File: src/rtl/math_pipelined_sequencer_pkg.sv
// Shared definitions for sequencers that front the pipelined ALU.
// Holds the sequencer state encoding, the ALU flag bundle layout and the
// settle-window derivation used to size the wait between operand load and
// result capture.
package math_pipelined_sequencer_pkg;

    // Sequencer states.
    typedef enum logic [1:0] {
        ST_IDLE   = 2'd0,
        ST_SETTLE = 2'd1,
        ST_OUT    = 2'd2
    } seq_state_t;

    // Single-bit ALU results carried as one bundle.
    typedef struct packed {
        logic red_and;
        logic red_or;
        logic red_xor;
        logic eq;
        logic neq;
    } alu_flags_t;

    // ALU register stages between the operand register and a valid result.
    function automatic int unsigned settle_cycles(input int unsigned latency);
        return latency + 32'd1;
    endfunction

endpackage

File: src/rtl/math_pipelined.sv
// Pipelined ALU: sum/difference (wrapping), reductions of I1 and I1-vs-I3
// compare, delayed by LATENCY register stages (LATENCY=0: combinational).
// Ports:
//   clk, rst_n          clock, async active-low reset of the stage registers
//   i1, i2, i3          operands (WIDTH bits)
//   o_sum, o_sub        I1+I2, I1-I2 mod 2^WIDTH
//   o_and/o_or/o_xor    reductions of I1
//   o_eq, o_neq         I1==I3, I1!=I3
module math_pipelined #(
    parameter int unsigned WIDTH   = 4,
    parameter int unsigned LATENCY = 4
) (
    input  logic             clk,
    input  logic             rst_n,
    input  logic [WIDTH-1:0] i1,
    input  logic [WIDTH-1:0] i2,
    input  logic [WIDTH-1:0] i3,
    output logic [WIDTH-1:0] o_sum,
    output logic [WIDTH-1:0] o_sub,
    output logic             o_and,
    output logic             o_or,
    output logic             o_xor,
    output logic             o_eq,
    output logic             o_neq
);

    localparam int unsigned RES_W = 2 * WIDTH + 5;

    logic [RES_W-1:0] res_c;
    logic [RES_W-1:0] res_out;

    // Raw results; carries out of the top bit are dropped.
    always_comb begin
        res_c = {WIDTH'(i1 + i2), WIDTH'(i1 - i2), &i1, |i1, ^i1, (i1 == i3), (i1 != i3)};
    end

    generate
        if (LATENCY == 0) begin : g_comb
            logic unused_c;
            assign unused_c = clk ^ rst_n;
            assign res_out  = res_c;
        end else begin : g_pipe
            logic [RES_W-1:0] pipe_q [LATENCY];
            logic [RES_W-1:0] pipe_d [LATENCY];

            // Shift the result bundle one stage per clock.
            always_comb begin
                pipe_d[0] = res_c;
                for (int unsigned i = 1; i < LATENCY; i++) begin
                    pipe_d[i] = pipe_q[i-1];
                end
            end

            always_ff @(posedge clk or negedge rst_n) begin
                if (!rst_n) begin
                    pipe_q <= '{default: '0};
                end else begin
                    pipe_q <= pipe_d;
                end
            end

            assign res_out = pipe_q[LATENCY-1];
        end
    endgenerate

    assign {o_sum, o_sub, o_and, o_or, o_xor, o_eq, o_neq} = res_out;

endmodule

File: src/rtl/math_pipelined_sequencer.sv
// Valid/ready front end for math_pipelined. Accepts an operand triple, holds
// it on the ALU for the settle window, captures all results and presents them
// until the consumer takes them.
// Optional feature macro: MATH_SEQUENCER_TAG_EN adds TAG_W, in_tag, out_tag.
// Ports:
//   clk, rst_n                 clock, async active-low reset
//   in_valid/in_ready          operand channel; in_i1, in_i2, in_i3 operands
//   out_valid/out_ready        result channel
//   out_sum, out_sub           I1+I2, I1-I2 mod 2^WIDTH
//   out_and/out_or/out_xor     reductions of I1
//   out_eq, out_neq            I1==I3, I1!=I3
//   busy                       high whenever not idle
module math_pipelined_sequencer
    import math_pipelined_sequencer_pkg::*;
#(
    parameter int unsigned WIDTH   = 4,
    parameter int unsigned LATENCY = 4
`ifdef MATH_SEQUENCER_TAG_EN
    ,
    parameter int unsigned TAG_W   = 4
`endif
) (
    input  logic             clk,
    input  logic             rst_n,
    input  logic             in_valid,
    output logic             in_ready,
    input  logic [WIDTH-1:0] in_i1,
    input  logic [WIDTH-1:0] in_i2,
    input  logic [WIDTH-1:0] in_i3,
`ifdef MATH_SEQUENCER_TAG_EN
    input  logic [TAG_W-1:0] in_tag,
    output logic [TAG_W-1:0] out_tag,
`endif
    output logic             out_valid,
    input  logic             out_ready,
    output logic [WIDTH-1:0] out_sum,
    output logic [WIDTH-1:0] out_sub,
    output logic             out_and,
    output logic             out_or,
    output logic             out_xor,
    output logic             out_eq,
    output logic             out_neq,
    output logic             busy
);

    localparam int unsigned SETTLE = settle_cycles(LATENCY);
    localparam int unsigned CNT_W  = $clog2(SETTLE + 1);

    seq_state_t       state_q, state_d;
    logic [CNT_W-1:0] count_q, count_d;
    logic [WIDTH-1:0] op1_q, op1_d;
    logic [WIDTH-1:0] op2_q, op2_d;
    logic [WIDTH-1:0] op3_q, op3_d;
    logic [WIDTH-1:0] sum_q, sum_d;
    logic [WIDTH-1:0] sub_q, sub_d;
    alu_flags_t       flags_q, flags_d;
    logic             out_valid_q, out_valid_d;
    logic             in_ready_q, in_ready_d;
    logic             busy_q, busy_d;
`ifdef MATH_SEQUENCER_TAG_EN
    logic [TAG_W-1:0] tag_q, tag_d;
    logic [TAG_W-1:0] out_tag_q, out_tag_d;
`endif

    logic [WIDTH-1:0] alu_sum, alu_sub;
    alu_flags_t       alu_flags;

    // ALU sees only the operand registers, so its inputs never change mid-op.
    math_pipelined #(
        .WIDTH   (WIDTH),
        .LATENCY (LATENCY)
    ) u_alu (
        .clk   (clk),
        .rst_n (rst_n),
        .i1    (op1_q),
        .i2    (op2_q),
        .i3    (op3_q),
        .o_sum (alu_sum),
        .o_sub (alu_sub),
        .o_and (alu_flags.red_and),
        .o_or  (alu_flags.red_or),
        .o_xor (alu_flags.red_xor),
        .o_eq  (alu_flags.eq),
        .o_neq (alu_flags.neq)
    );

    // Next-state and register updates.
    always_comb begin
        state_d     = state_q;
        count_d     = count_q;
        op1_d       = op1_q;
        op2_d       = op2_q;
        op3_d       = op3_q;
        sum_d       = sum_q;
        sub_d       = sub_q;
        flags_d     = flags_q;
        out_valid_d = out_valid_q;
`ifdef MATH_SEQUENCER_TAG_EN
        tag_d       = tag_q;
        out_tag_d   = out_tag_q;
`endif

        unique case (state_q)
            ST_IDLE: begin
                if (in_valid) begin
                    op1_d   = in_i1;
                    op2_d   = in_i2;
                    op3_d   = in_i3;
                    count_d = CNT_W'(SETTLE);
                    state_d = ST_SETTLE;
`ifdef MATH_SEQUENCER_TAG_EN
                    tag_d   = in_tag;
`endif
                end
            end
            ST_SETTLE: begin
                // The extra count beyond LATENCY flushes any prior-op history.
                if (count_q != '0) begin
                    count_d = count_q - CNT_W'(1);
                end else begin
                    sum_d       = alu_sum;
                    sub_d       = alu_sub;
                    flags_d     = alu_flags;
                    out_valid_d = 1'b1;
                    state_d     = ST_OUT;
`ifdef MATH_SEQUENCER_TAG_EN
                    out_tag_d   = tag_q;
`endif
                end
            end
            ST_OUT: begin
                if (out_ready) begin
                    out_valid_d = 1'b0;
                    state_d     = ST_IDLE;
                end
            end
            default: begin
                state_d = ST_IDLE;
            end
        endcase

        // Status outputs are registered from the next state.
        in_ready_d = (state_d == ST_IDLE);
        busy_d     = (state_d != ST_IDLE);
    end

    always_ff @(posedge clk or negedge rst_n) begin
        if (!rst_n) begin
            state_q     <= ST_IDLE;
            count_q     <= '0;
            op1_q       <= '0;
            op2_q       <= '0;
            op3_q       <= '0;
            sum_q       <= '0;
            sub_q       <= '0;
            flags_q     <= '0;
            out_valid_q <= 1'b0;
            in_ready_q  <= 1'b1;
            busy_q      <= 1'b0;
`ifdef MATH_SEQUENCER_TAG_EN
            tag_q       <= '0;
            out_tag_q   <= '0;
`endif
        end else begin
            state_q     <= state_d;
            count_q     <= count_d;
            op1_q       <= op1_d;
            op2_q       <= op2_d;
            op3_q       <= op3_d;
            sum_q       <= sum_d;
            sub_q       <= sub_d;
            flags_q     <= flags_d;
            out_valid_q <= out_valid_d;
            in_ready_q  <= in_ready_d;
            busy_q      <= busy_d;
`ifdef MATH_SEQUENCER_TAG_EN
            tag_q       <= tag_d;
            out_tag_q   <= out_tag_d;
`endif
        end
    end

    assign in_ready  = in_ready_q;
    assign busy      = busy_q;
    assign out_valid = out_valid_q;
    assign out_sum   = sum_q;
    assign out_sub   = sub_q;
    assign out_and   = flags_q.red_and;
    assign out_or    = flags_q.red_or;
    assign out_xor   = flags_q.red_xor;
    assign out_eq    = flags_q.eq;
    assign out_neq   = flags_q.neq;
`ifdef MATH_SEQUENCER_TAG_EN
    assign out_tag   = out_tag_q;
`endif

endmodule

File: config.mk
export PLATFORM = sky130hd
export DESIGN_NAME = math_pipelined_sequencer
export DESIGN_NICKNAME = d
export VERILOG_FILES = /design/src/rtl/math_pipelined_sequencer_pkg.sv /design/src/rtl/math_pipelined.sv /design/src/rtl/math_pipelined_sequencer.sv
export SDC_FILE = /design/constraint.sdc
export NUM_CORES = 1
export LEC_CHECK = 0
export CAP_MARGIN = 20
export CELL_PAD_IN_SITES_DETAIL_PLACEMENT = 0
export CELL_PAD_IN_SITES_GLOBAL_PLACEMENT = 1
export CORE_MARGIN = 2
export CORE_UTILIZATION = 35
export CTS_BUF_LIST = sky130_fd_sc_hd__clkbuf_16
export DETAILED_ROUTE_END_ITERATION = 12
export GPL_ROUTABILITY_DRIVEN = 0
export HOLD_SLACK_MARGIN = 0.08
export PLACE_DENSITY = 0.6
export SLEW_MARGIN = 25
export SYNTH_ARGS = -nofsm -noshare
export SYNTH_HDL_FRONTEND = slang
export SYNTH_HIERARCHICAL = 1
export SYNTH_SLANG_ARGS = --single-unit
export TNS_END_PERCENT = 100
File: constraint.sdc
create_clock -name clk -period 3.35 [get_ports clk]
set_input_delay 0.67 -clock clk [delete_from_list [all_inputs] [get_ports clk]]
set_output_delay 0.67 -clock clk [all_outputs]
set_load 0.05 [all_outputs]
## Word-level counts from Yosys, hierarchy flattened

Index checks and enable logic that the tools add are counted.

| word-level totals | value |
|---|---|
| register bits | 85 |
| latch bits | 0 |
| memory bits (writable) | 0 |
| ROM bits | 0 |
| memories | 0 |

| operators by class | value |
|---|---|
| $add $sub $neg | 3 |
| $mul | 0 |
| div/mod/pow operators | 0 |
| magnitude comparators | 0 |
| equality and inequality tests | 8 |
| shift-type cells | 0 |
| mux-type cells | 10 |
| bitwise gates (word level) | 1 |
| reductions and logical operators | 13 |

Operators with widths:

| cell | number |
|---|---|
| inequality test 2 bit (second input constant) | 4 |
| 2-to-1 mux 2 bit | 3 |
| 2-to-1 mux 3 bit | 2 |
| case mux 2 bit (3 select lines) | 1 |
| case mux 3 bit (2 select lines) | 1 |
| AND reduction 3 bit | 2 |
| nonzero test 2 bit | 3 |
| adder 4 bit | 1 |
| equality test 4 bit | 1 |
| zero test 2 bit | 2 |
| inequality test 4 bit | 1 |
| AND reduction 2 bit | 2 |
| AND reduction 4 bit | 1 |
| OR reduction 4 bit | 1 |
| XOR reduction 4 bit | 1 |
| subtractor 4 bit | 1 |
| nonzero test 3 bit | 1 |
| subtractor 3 x 1 -> 3 bit (second input constant) | 1 |
| equality test 2 x 1 -> 1 bit (second input constant) | 1 |
| equality test 2 bit (second input constant) | 1 |
| 2-to-1 mux 1 bit | 2 |
| case mux 1 bit (2 select lines) | 1 |
| inverter 1 bit | 1 |

## Logic depth before layout (Yosys ltp)

Gate-level depths: netlist of run 1.

| logic depth | value |
|---|---|
| word-level depth | 4 |
| depth in mapped cells | 5 |

## Cells and area by module

Netlist of run 1, hierarchy kept.

Modules (own cells, without submodules):

| module | instances | cells each | area each (um2) |
|---|---|---|---|
| math_pipelined | 1 | 89 | 1554.0 |
| math_pipelined_sequencer | 1 | 86 | 1343.8 |

## Least setup slack after synthesis of run 1

OpenSTA, ideal clock, no wires.

| timing | value |
|---|---|
| path kind | input -> register |
| start | input in_valid |
| end | register op1_q[0] |
| library setup time | 0.125 ns |
| arrival time | 1.528 ns |
| data required time | 3.225 ns |
| setup slack | 1.697 ns |
| cell stages on the path | 3 |
| cell sequence | nor3b_1 buf_4 mux2_2 |

| on the way | value |
|---|---|
| cells in the longest elaborated chain, start to end | 1 |

Ends and longest elaborated chain:

| item | RTL line | RTL |
|---|---|---|
| start, declared | math_pipelined_sequencer.sv:25 | `input logic in_valid,` |
| AND reduction 2 bit (no source line) | - |  |
| end signal, assigned | math_pipelined_sequencer.sv:167 | `op1_q <= op1_d;` |
| end, declared | math_pipelined_sequencer.sv:51 | `logic [WIDTH-1:0] op1_q, op1_d;` |

No other way between the ends.
A chain may end at the register's enable or synchronous reset.

## Final worst setup path of run 1

| timing | value |
|---|---|
| start | register in_ready_q (netlist: in_ready) |
| end | output in_ready |

RTL lines:

| item | RTL line | RTL |
|---|---|---|
| start, declared | math_pipelined_sequencer.sv:58 | `logic in_ready_q, in_ready_d;` |
| start signal, assigned | math_pipelined_sequencer.sv:174 | `in_ready_q <= in_ready_d;` |
| end, declared | math_pipelined_sequencer.sv:26 | `output logic in_ready,` |

No word-level cell between the ends.

==> metrics.md, run 1 <==
| Metric | Value |
|---|---|
| Status | `finished, final reports clean` |
| R2r setup slk | `about 1.7 ns` |
| Initial core utilization | `0.356` |
| FF-to-FF End | `out_sub[0]$_DFFE_PN0P_` |
| Mapped Avg Cell Area | `16.6 um^2` |
| Chip Height | `roughly 95 um` |
| Hold EP | `u_alu/g_pipe.pipe_d[16]$_DFF_PN0_` |
| CP max-delay cell | `clkdlybuf4s50_1` |
| CP bufs+invs | `1` |
| Crit. End Element | `output pin` |
| Max-cap violations | `0` |
| Final period utilization | `0.685` |
| Diodes inserted | `0` |
| HPWL after detailed placement | `2430 um` |
| Fill count | `about 740` |
| PwrDens | `1070 nW/um^2` |
| DRC | `0` |
| Leak | `1.60 nW` |
| Wirelength per Cell | `11.6 um` |
| Clock buffer count from CTS | `9` |
| Setup TNS | `0 ns` |
| HP Class | `reg2reg` |
| Total gr overflow | `0` |
| Cell taking the most area after synthesis | `dfrtp_1` |
| Critical path arrival | `between 1.5 and 2 ns` |
| Die area | `~9000 um^2` |
| Slew Limit Fails | `0` |
| Synth top area cells | `dfrtp_1 69%, mux2_2 7.0%, ha_1 5.2%` |
| Cell Rows | `33` |
| Async S/R FF share, synth | `1.00` |
| NumNets Final | `246` |
| Max VDD drop | `between 0.3 and 0.4 mV` |
| Final Hold Vio Count | `0` |
| F_max | `0.436 GHz` |
| Synth Flop Type | `dfrtp_1` |
| Worst Path Max Fanout | `1` |
| CTS Sinks | `81` |
| CTS H-tree lvls | `3` |
| Min-Delay Path Depth | `0` |
| IO buf count | `31` |
| Max incr delay on CP | `0.79 ns` |
| Vias/cell | `4.23` |
| Sequential area share after synthesis | `0.700` |
| Io pins | `32` |
| CTS Buffer Depth | `2` |
| Largest net degree at the start of global routing | `82` |
| Yosys reg bits | `about 80` |
| Worst r2r path cells | `5` |
| Reg clk slew, reported paths | `roughly 0.06 ns` |
| CP required | `2.68 ns` |
| Worst Tran Pin Value | `0.696 ns` |
| Pre-CTS WS | `1.25 ns` |
| Post-route ant nets | `0` |
| Overall global routing resource usage | `0.101` |
| CTS tree | `done` |
| Netlist Area Pre-Place | `2900 um^2` |
| TritonRoute pass-1 iters | `4` |
| Root buffer cell | `clkbuf_16` |
| Clock skew | `0.00777 ns` |
| Slew Limit Headroom | `0.536` |
| Netlist cell types | `31` |
| Register area | `about 2000 um^2` |
| Wirelength, routed | `3780 um` |
| Minimum clock period after layout | `2.30 ns` |
| Clock latency on the worst-skew pair | `0.33 ns` |
| Worst-path cell chain | `clkdlybuf4s50_1` |
| CP top delay family | `buffers and inverters` |
| Antenna violations before repair | `0` |
| Count of flip-flops with a built-in enable after synthesis | `0` |
| Hold buffer count at CTS | `0` |
| Syn nets | `between 200 and 250` |
| Multi-input gate area | `approximately 800 um^2` |
| Vias in the first global route | `around 1400` |
| Crit Path Category | `reg2out` |
| Via Count | `1380` |
| Setup Buffers After CTS | `0` |
| Top-area cell type share of the netlist area | `0.691` |
| Unrepaired setup endpoints after global routing | `false` |
| Layout cell share with drive strength beyond 1 | `0.226` |
| Syn Inst Count | `175` |
| Chip width | `95.0 um` |
| Setup WS post-layout | `approximately 1.1 ns` |
| CP startpoint kind | `register` |
| First-pass GRT wire length | `6700 um` |
| DRT iter0 DRCs | `44` |
| Cts repair resizes | `0` |
| Final setup vio count | `0` |
| Core ar. | `8130 um^2` |
| Hold Path Origin | `u_alu/g_pipe.pipe_d[29]$_DFF_PN0_` |
| Syn-to-layout area delta | `24.7%` |
| Synth Warn # | `6` |
| Critical R2R Launch | `count_q[0]$_DFFE_PN0P_` |
[synth_stat cells (2+ instances only)]
| cell | n |
|---|---|
| dfrtp_1 | 80 |
| mux2_2 | 18 |
| ha_1 | 12 |
| inv_1 | 12 |
| mux2_4 | 8 |
| xnor2_1 | 7 |
| nand2_1 | 6 |
| xor2_1 | 3 |
| a21oi_1 | 2 |
| and2_1 | 2 |
| buf_4 | 2 |
| fa_1 | 2 |
| nand2b_1 | 2 |
| nor2b_1 | 2 |
[registers in the layout (all words and copies together), names as in the netlist, 2 cells and up]
register	cells
out_sub	4
out_sum	4
op1_q	4
count_q	3
op3_q	4
u_alu/g_pipe.pipe_d	36
state_q	2
u_alu/res_out	12
op2_q	4
[metal layers]
| metal | part of all wire | vias up | global-route usage |
|---|---|---|---|
| met3 | 0.060 | 10 | 0.0479 |
| met1 | 0.49 | 677 | 0.132 |
| li1 | - | 658 | - |
| met4 | 0.026 | 0 | 0.0507 |
| met5 | 0 | - | 0 |
| met2 | 0.43 | 35 | 0.139 |
[cells by family (layout without fill, tap and decap cells)]
kind of cell | count (synthesis) | in the layout | share of synthesized area
AOI/OAI and AO/OA | 7 | 7 | 0.0155
xor gates and xnor gates | 10 | 10 | 0.0302
and+or+nand+nor | 20 | 20 | 0.0479
DFF | 81 | 81 | 0.700
buffers and inverters | 16 | 62 | 0.0259
muxes | 27 | 27 | 0.115
adders and majority gates | 14 | 14 | 0.0656
[stage by stage]
stage	std cells	area, um^2	total power [mW]	util	hold slack (ns)
floorplan	175	2900	2.65	-	0.331
global placement	310	3330	3.00	0.409	0.332
detailed placement	310	3330	3.04	0.409	0.335
CTS	326	3610	3.96	0.444	0.347
global route	326	3610	4.16	0.444	0.350
finish	326	3610	3.88	0.444	0.343
[how the worst max path moves through the flow]
stage | endpoint | start | slack [ns] | cells past startpoint
after global placement | op3_q[1]$_DFFE_PN0P_ | in_valid | 1.29 | 4
after global routing | in_ready | in_ready$_DFF_PN1_ | 1.02 | 1
final | in_ready | in_ready$_DFF_PN1_ | 1.05 | 1
after floorplan | op1_q[0]$_DFFE_PN0P_ | in_valid | 1.70 | 3
after detailed placement | count_q[0]$_DFFE_PN0P_ | in_valid | 1.25 | 4
after CTS | in_ready | in_ready$_DFF_PN1_ | 1.03 | 1
[power breakdown]
group	total (mW)	internal (mW)	switching, mW
clock	0.892	0.505	0.387
combinational	1.34	0.630	0.705
sequential	1.65	1.42	0.227
[cell type report]
| class | instances | area share |
|---|---|---|
| clock buffer | 9 | 0.0623 |
| clock inverter | 7 | 0.0145 |
| inverter | 13 | 0.0135 |
| multi-input combinational | 78 | 0.221 |
| sequential | 81 | 0.561 |
| tap | 105 | 0.0364 |
| timing repair buffer | 33 | 0.0904 |
[cells in the final DEF (no fill, tap or decap), drive strengths merged]
cell | netlist | final
nor3 | 1 | 1
mux2i | 1 | 1
xnor2 | 7 | 7
o21bai | 1 | 1
nand4 | 1 | 1
xor2 | 3 | 3
a31oi | 1 | 1
dfstp | 1 | 1
o2bb2ai | 1 | 1
mux2 | 26 | 26
nor3b | 2 | 2
clkinv | 0 | 2
nor4bb | 1 | 1
nand3 | 1 | 1
ha | 12 | 12
fa | 2 | 2
dfrtp | 80 | 80
a21oi | 2 | 2
nor2 | 1 | 1
clkbuf | 0 | 9
a21o | 1 | 1
clkdlybuf4s50 | 0 | 30
nor2b | 2 | 2
clkinvlp | 0 | 3
nor4b | 1 | 1
and2 | 2 | 2
buf | 3 | 3
nand2 | 6 | 6
nand2b | 2 | 2
o21ai | 1 | 1
inv | 13 | 15
No activity file was read; power rests on OpenSTA's default activity.
==> run 2, diff against run 1 <==
- PLACE_DENSITY: 0.6 -> 0.63
- clock period: 3.35 -> 2.1 ns (I/O delays scaled with it)
==> run 2 against run 1 <==
Critical path depth unchanged. Clock-buffer cell count stayed put. Hold slack lost 0.25 ns. First-iteration DRC count decreased by 70%.
==> metrics.md, run 2 (synthesis gave the netlist of run 1 again) <==
| Metric | Value |
|---|---|
| Largest net degree at the start of global routing | `47 (-43%)` |
| Initial core utilization | `0.356 (unchanged)` |
| Vias in the first global route | `1436 (+1.4%)` |
| DRC | `0 (unchanged)` |
| Layout cell share with drive strength beyond 1 | `0.225 (-0.00102)` |
| Status | `finished, final reports clean` |
| Clock skew | `0.00556 ns (-0.00221 ns)` |
| Max-cap violations | `0 (unchanged)` |
| Non-Filler Instances | `327 (+0.31%)` |
| CP startpoint kind | `register` |
| Unrepaired setup endpoints after global routing | `false` |
| R2r setup slk | `0.42 ns (-1.25 ns)` |
| Critical path arrival | `1.62 ns (about the same)` |
| NumNets Final | `247 (+0.41%)` |
| Wirelength per Cell | `11.6 um (-0.15%)` |
| Met3 wire len | `166 um (-26%)` |
| CP endpoint | `in_ready` |
| Antenna violations before repair | `0 (unchanged)` |
| Die area | `9020 um^2 (unchanged)` |
| IO buf count | `31 (unchanged)` |
| Root buffer cell | `clkbuf_16` |
| Crit. End Element | `output pin` |
| Inst Count DP | `311 (+0.32%)` |
| HP Class | `in2async` |
| Max incr delay on CP | `0.79 ns (about the same)` |
| Clock latency on the worst-skew pair | `0.32 ns (about the same)` |
| Hold buffer count at CTS | `0 (unchanged)` |
| Cts repair resizes | `0 (unchanged)` |
| CTS H-tree lvls | `3 (unchanged)` |
| Cell Rows | `33 (unchanged)` |
| Crit Path Category | `reg2out` |
| Routed metal-1 wire length | `1780 um (-3.6%)` |
| Vias/cell | `4.15 (-2.0%)` |
| Overall global routing resource usage | `0.0991 (-0.00200)` |
| Syn-to-layout area delta | `25.6%` |
| Minimum clock period after layout | `2.04 ns` |
| Via Count | `1357 (-1.7%)` |
| CP top delay family | `buffers and inverters` |
| CP required | `1.68 ns (-1.00 ns)` |
| Max VDD drop | `0.517 mV (+44%)` |
| CTS Buffer Depth | `2 (unchanged)` |
| Final non-filler cell area | `3640 um^2 (+0.76%)` |
| Slew Limit Headroom | `0.617 (+0.0812)` |
| Most frequent cells in the layout | `80 x dfrtp_1, 30 x clkdlybuf4s50_1, 18 x mux2_2` |
| Final setup vio count | `0 (unchanged)` |
| Placed cell areas | `3350 um^2 (+0.60%)` |
| First-pass GRT wire length | `6670 um (-0.51%)` |
| Io pins | `32 (unchanged)` |
| CTS tree | `done` |
| Setup Buffers After CTS | `0 (unchanged)` |
| Fill count | `713 (-4.0%)` |
| Clock buffer count from CTS | `9 (unchanged)` |
| Stages on worst setup path | `1 (unchanged)` |
| Max reg flops | `36 (unchanged)` |
| Worst Tran Pin Value | `0.574 ns (-0.122 ns)` |
| Diodes inserted | `0 (unchanged)` |
| Core ar. | `8130 um^2 (unchanged)` |
| Setup TNS | `0 ns (unchanged)` |
| FF-to-FF End | `out_sub[0]$_DFFE_PN0P_` |
| Final period utilization | `0.973` |
| Uppermost layer routed | `met4` |
| Pre-CTS WS | `0.263 ns (-0.992 ns)` |
| DRT iter0 DRCs | `13 (-70%)` |
| F_max | `0.489 GHz` |
| PwrDens | `1710 nW/um^2 (+59%)` |
| Critical R2R Launch | `count_q[0]$_DFFE_PN0P_` |
| Setup WS post-layout | `0.0566 ns (-0.998 ns)` |
| Worst-path cell chain | `clkdlybuf4s50_1` |
| Routed wl met2 | `1770 um (+9.8%)` |
| Chip Height | `95.0 um (unchanged)` |
| Slew Limit Fails | `0 (unchanged)` |
| Post-route ant nets | `0 (unchanged)` |
| Pwr Total | `6.23 mW (+61%)` |
| CTS Sinks | `81 (unchanged)` |
| Worst r2r path cells | `5 (unchanged)` |
| Total gr overflow | `0 (unchanged)` |
| HPWL after detailed placement | `2500 um (+2.9%)` |
| Setup crit start | `in_ready$_DFF_PN1_` |
| TritonRoute pass-1 iters | `4 (unchanged)` |
| Leak | `1.63 nW (+1.9%)` |
| Wirelength, routed | `3780 um (+0.16%)` |
| CP bufs+invs | `1 (unchanged)` |
| Reg clk slew, reported paths | `0.06 ns (about the same)` |
| Worst Path Max Fanout | `1 (unchanged)` |
| Chip width | `95.0 um (unchanged)` |
| CP max-delay cell | `clkdlybuf4s50_1` |
| Most common cell after layout, fill and taps aside | `dfrtp_1` |
| Final Hold Vio Count | `0 (unchanged)` |
## run 2: changes by cell type in the layout (fill, tap and decap cells not counted), sizes merged
cell and change:
buf +1, clkinv +1, clkinvlp -2, bufinv +1
## run 2: where the power goes
| part | leakage [nW] | switching (mW) | total (mW) | internal [mW] |
|---|---|---|---|---|
| clock network | 0.148 | 0.560 | 1.47 | 0.908 |
| registers | 0.943 | 0.372 | 2.64 | 2.27 |
| logic | 0.537 | 1.12 | 2.12 | 1.00 |
## run 2: layer usage
layer | vias to the layer above | GRT usage
met4 | 0 | 0.0543
met5 | - | 0
met1 | 662 | 0.129
li1 | 659 | -
met3 | 7 | 0.0351
met2 | 29 | 0.145
## run 2: area by class of cell
class / instances / area, um^2 / area share
tap: 105 / 131 / 0.0361
inverter: 13 / 48.8 / 0.0134
timing repair buffer: 34 / 343 / 0.0942
multi-input combinational: 78 / 800 / 0.220
sequential: 81 / 2030 / 0.557
clock inverter: 7 / 63.8 / 0.0175
clock buffer: 9 / 225 / 0.0619
## run 2: how the worst min path moves through the flow
stage | end | slack, ns | cells after the start
6_report | out_valid$_DFFE_PN0P_ | 0.1 | 1
5_1_grt | count_q[0]$_DFFE_PN0P_ | 0.14 | 1
4_1_cts | busy$_DFF_PN0_ | 0.11 | 1
3_5_place_dp | u_alu/g_pipe.pipe_d[21]$_DFF_PN0_ | 0.33 | 0
3_3_place_gp | u_alu/g_pipe.pipe_d[25]$_DFF_PN0_ | 0.33 | 0
2_1_floorplan | busy$_DFF_PN0_ | 0.12 | 0
## run 2: stage by stage
stage	hold slack (ns)	util
after detailed placement	0.335	0.412
after global placement	0.331	0.412
final	0.0953	0.447
after global routing	0.138	0.447
after floorplan	0.124	-
after CTS	0.112	0.447
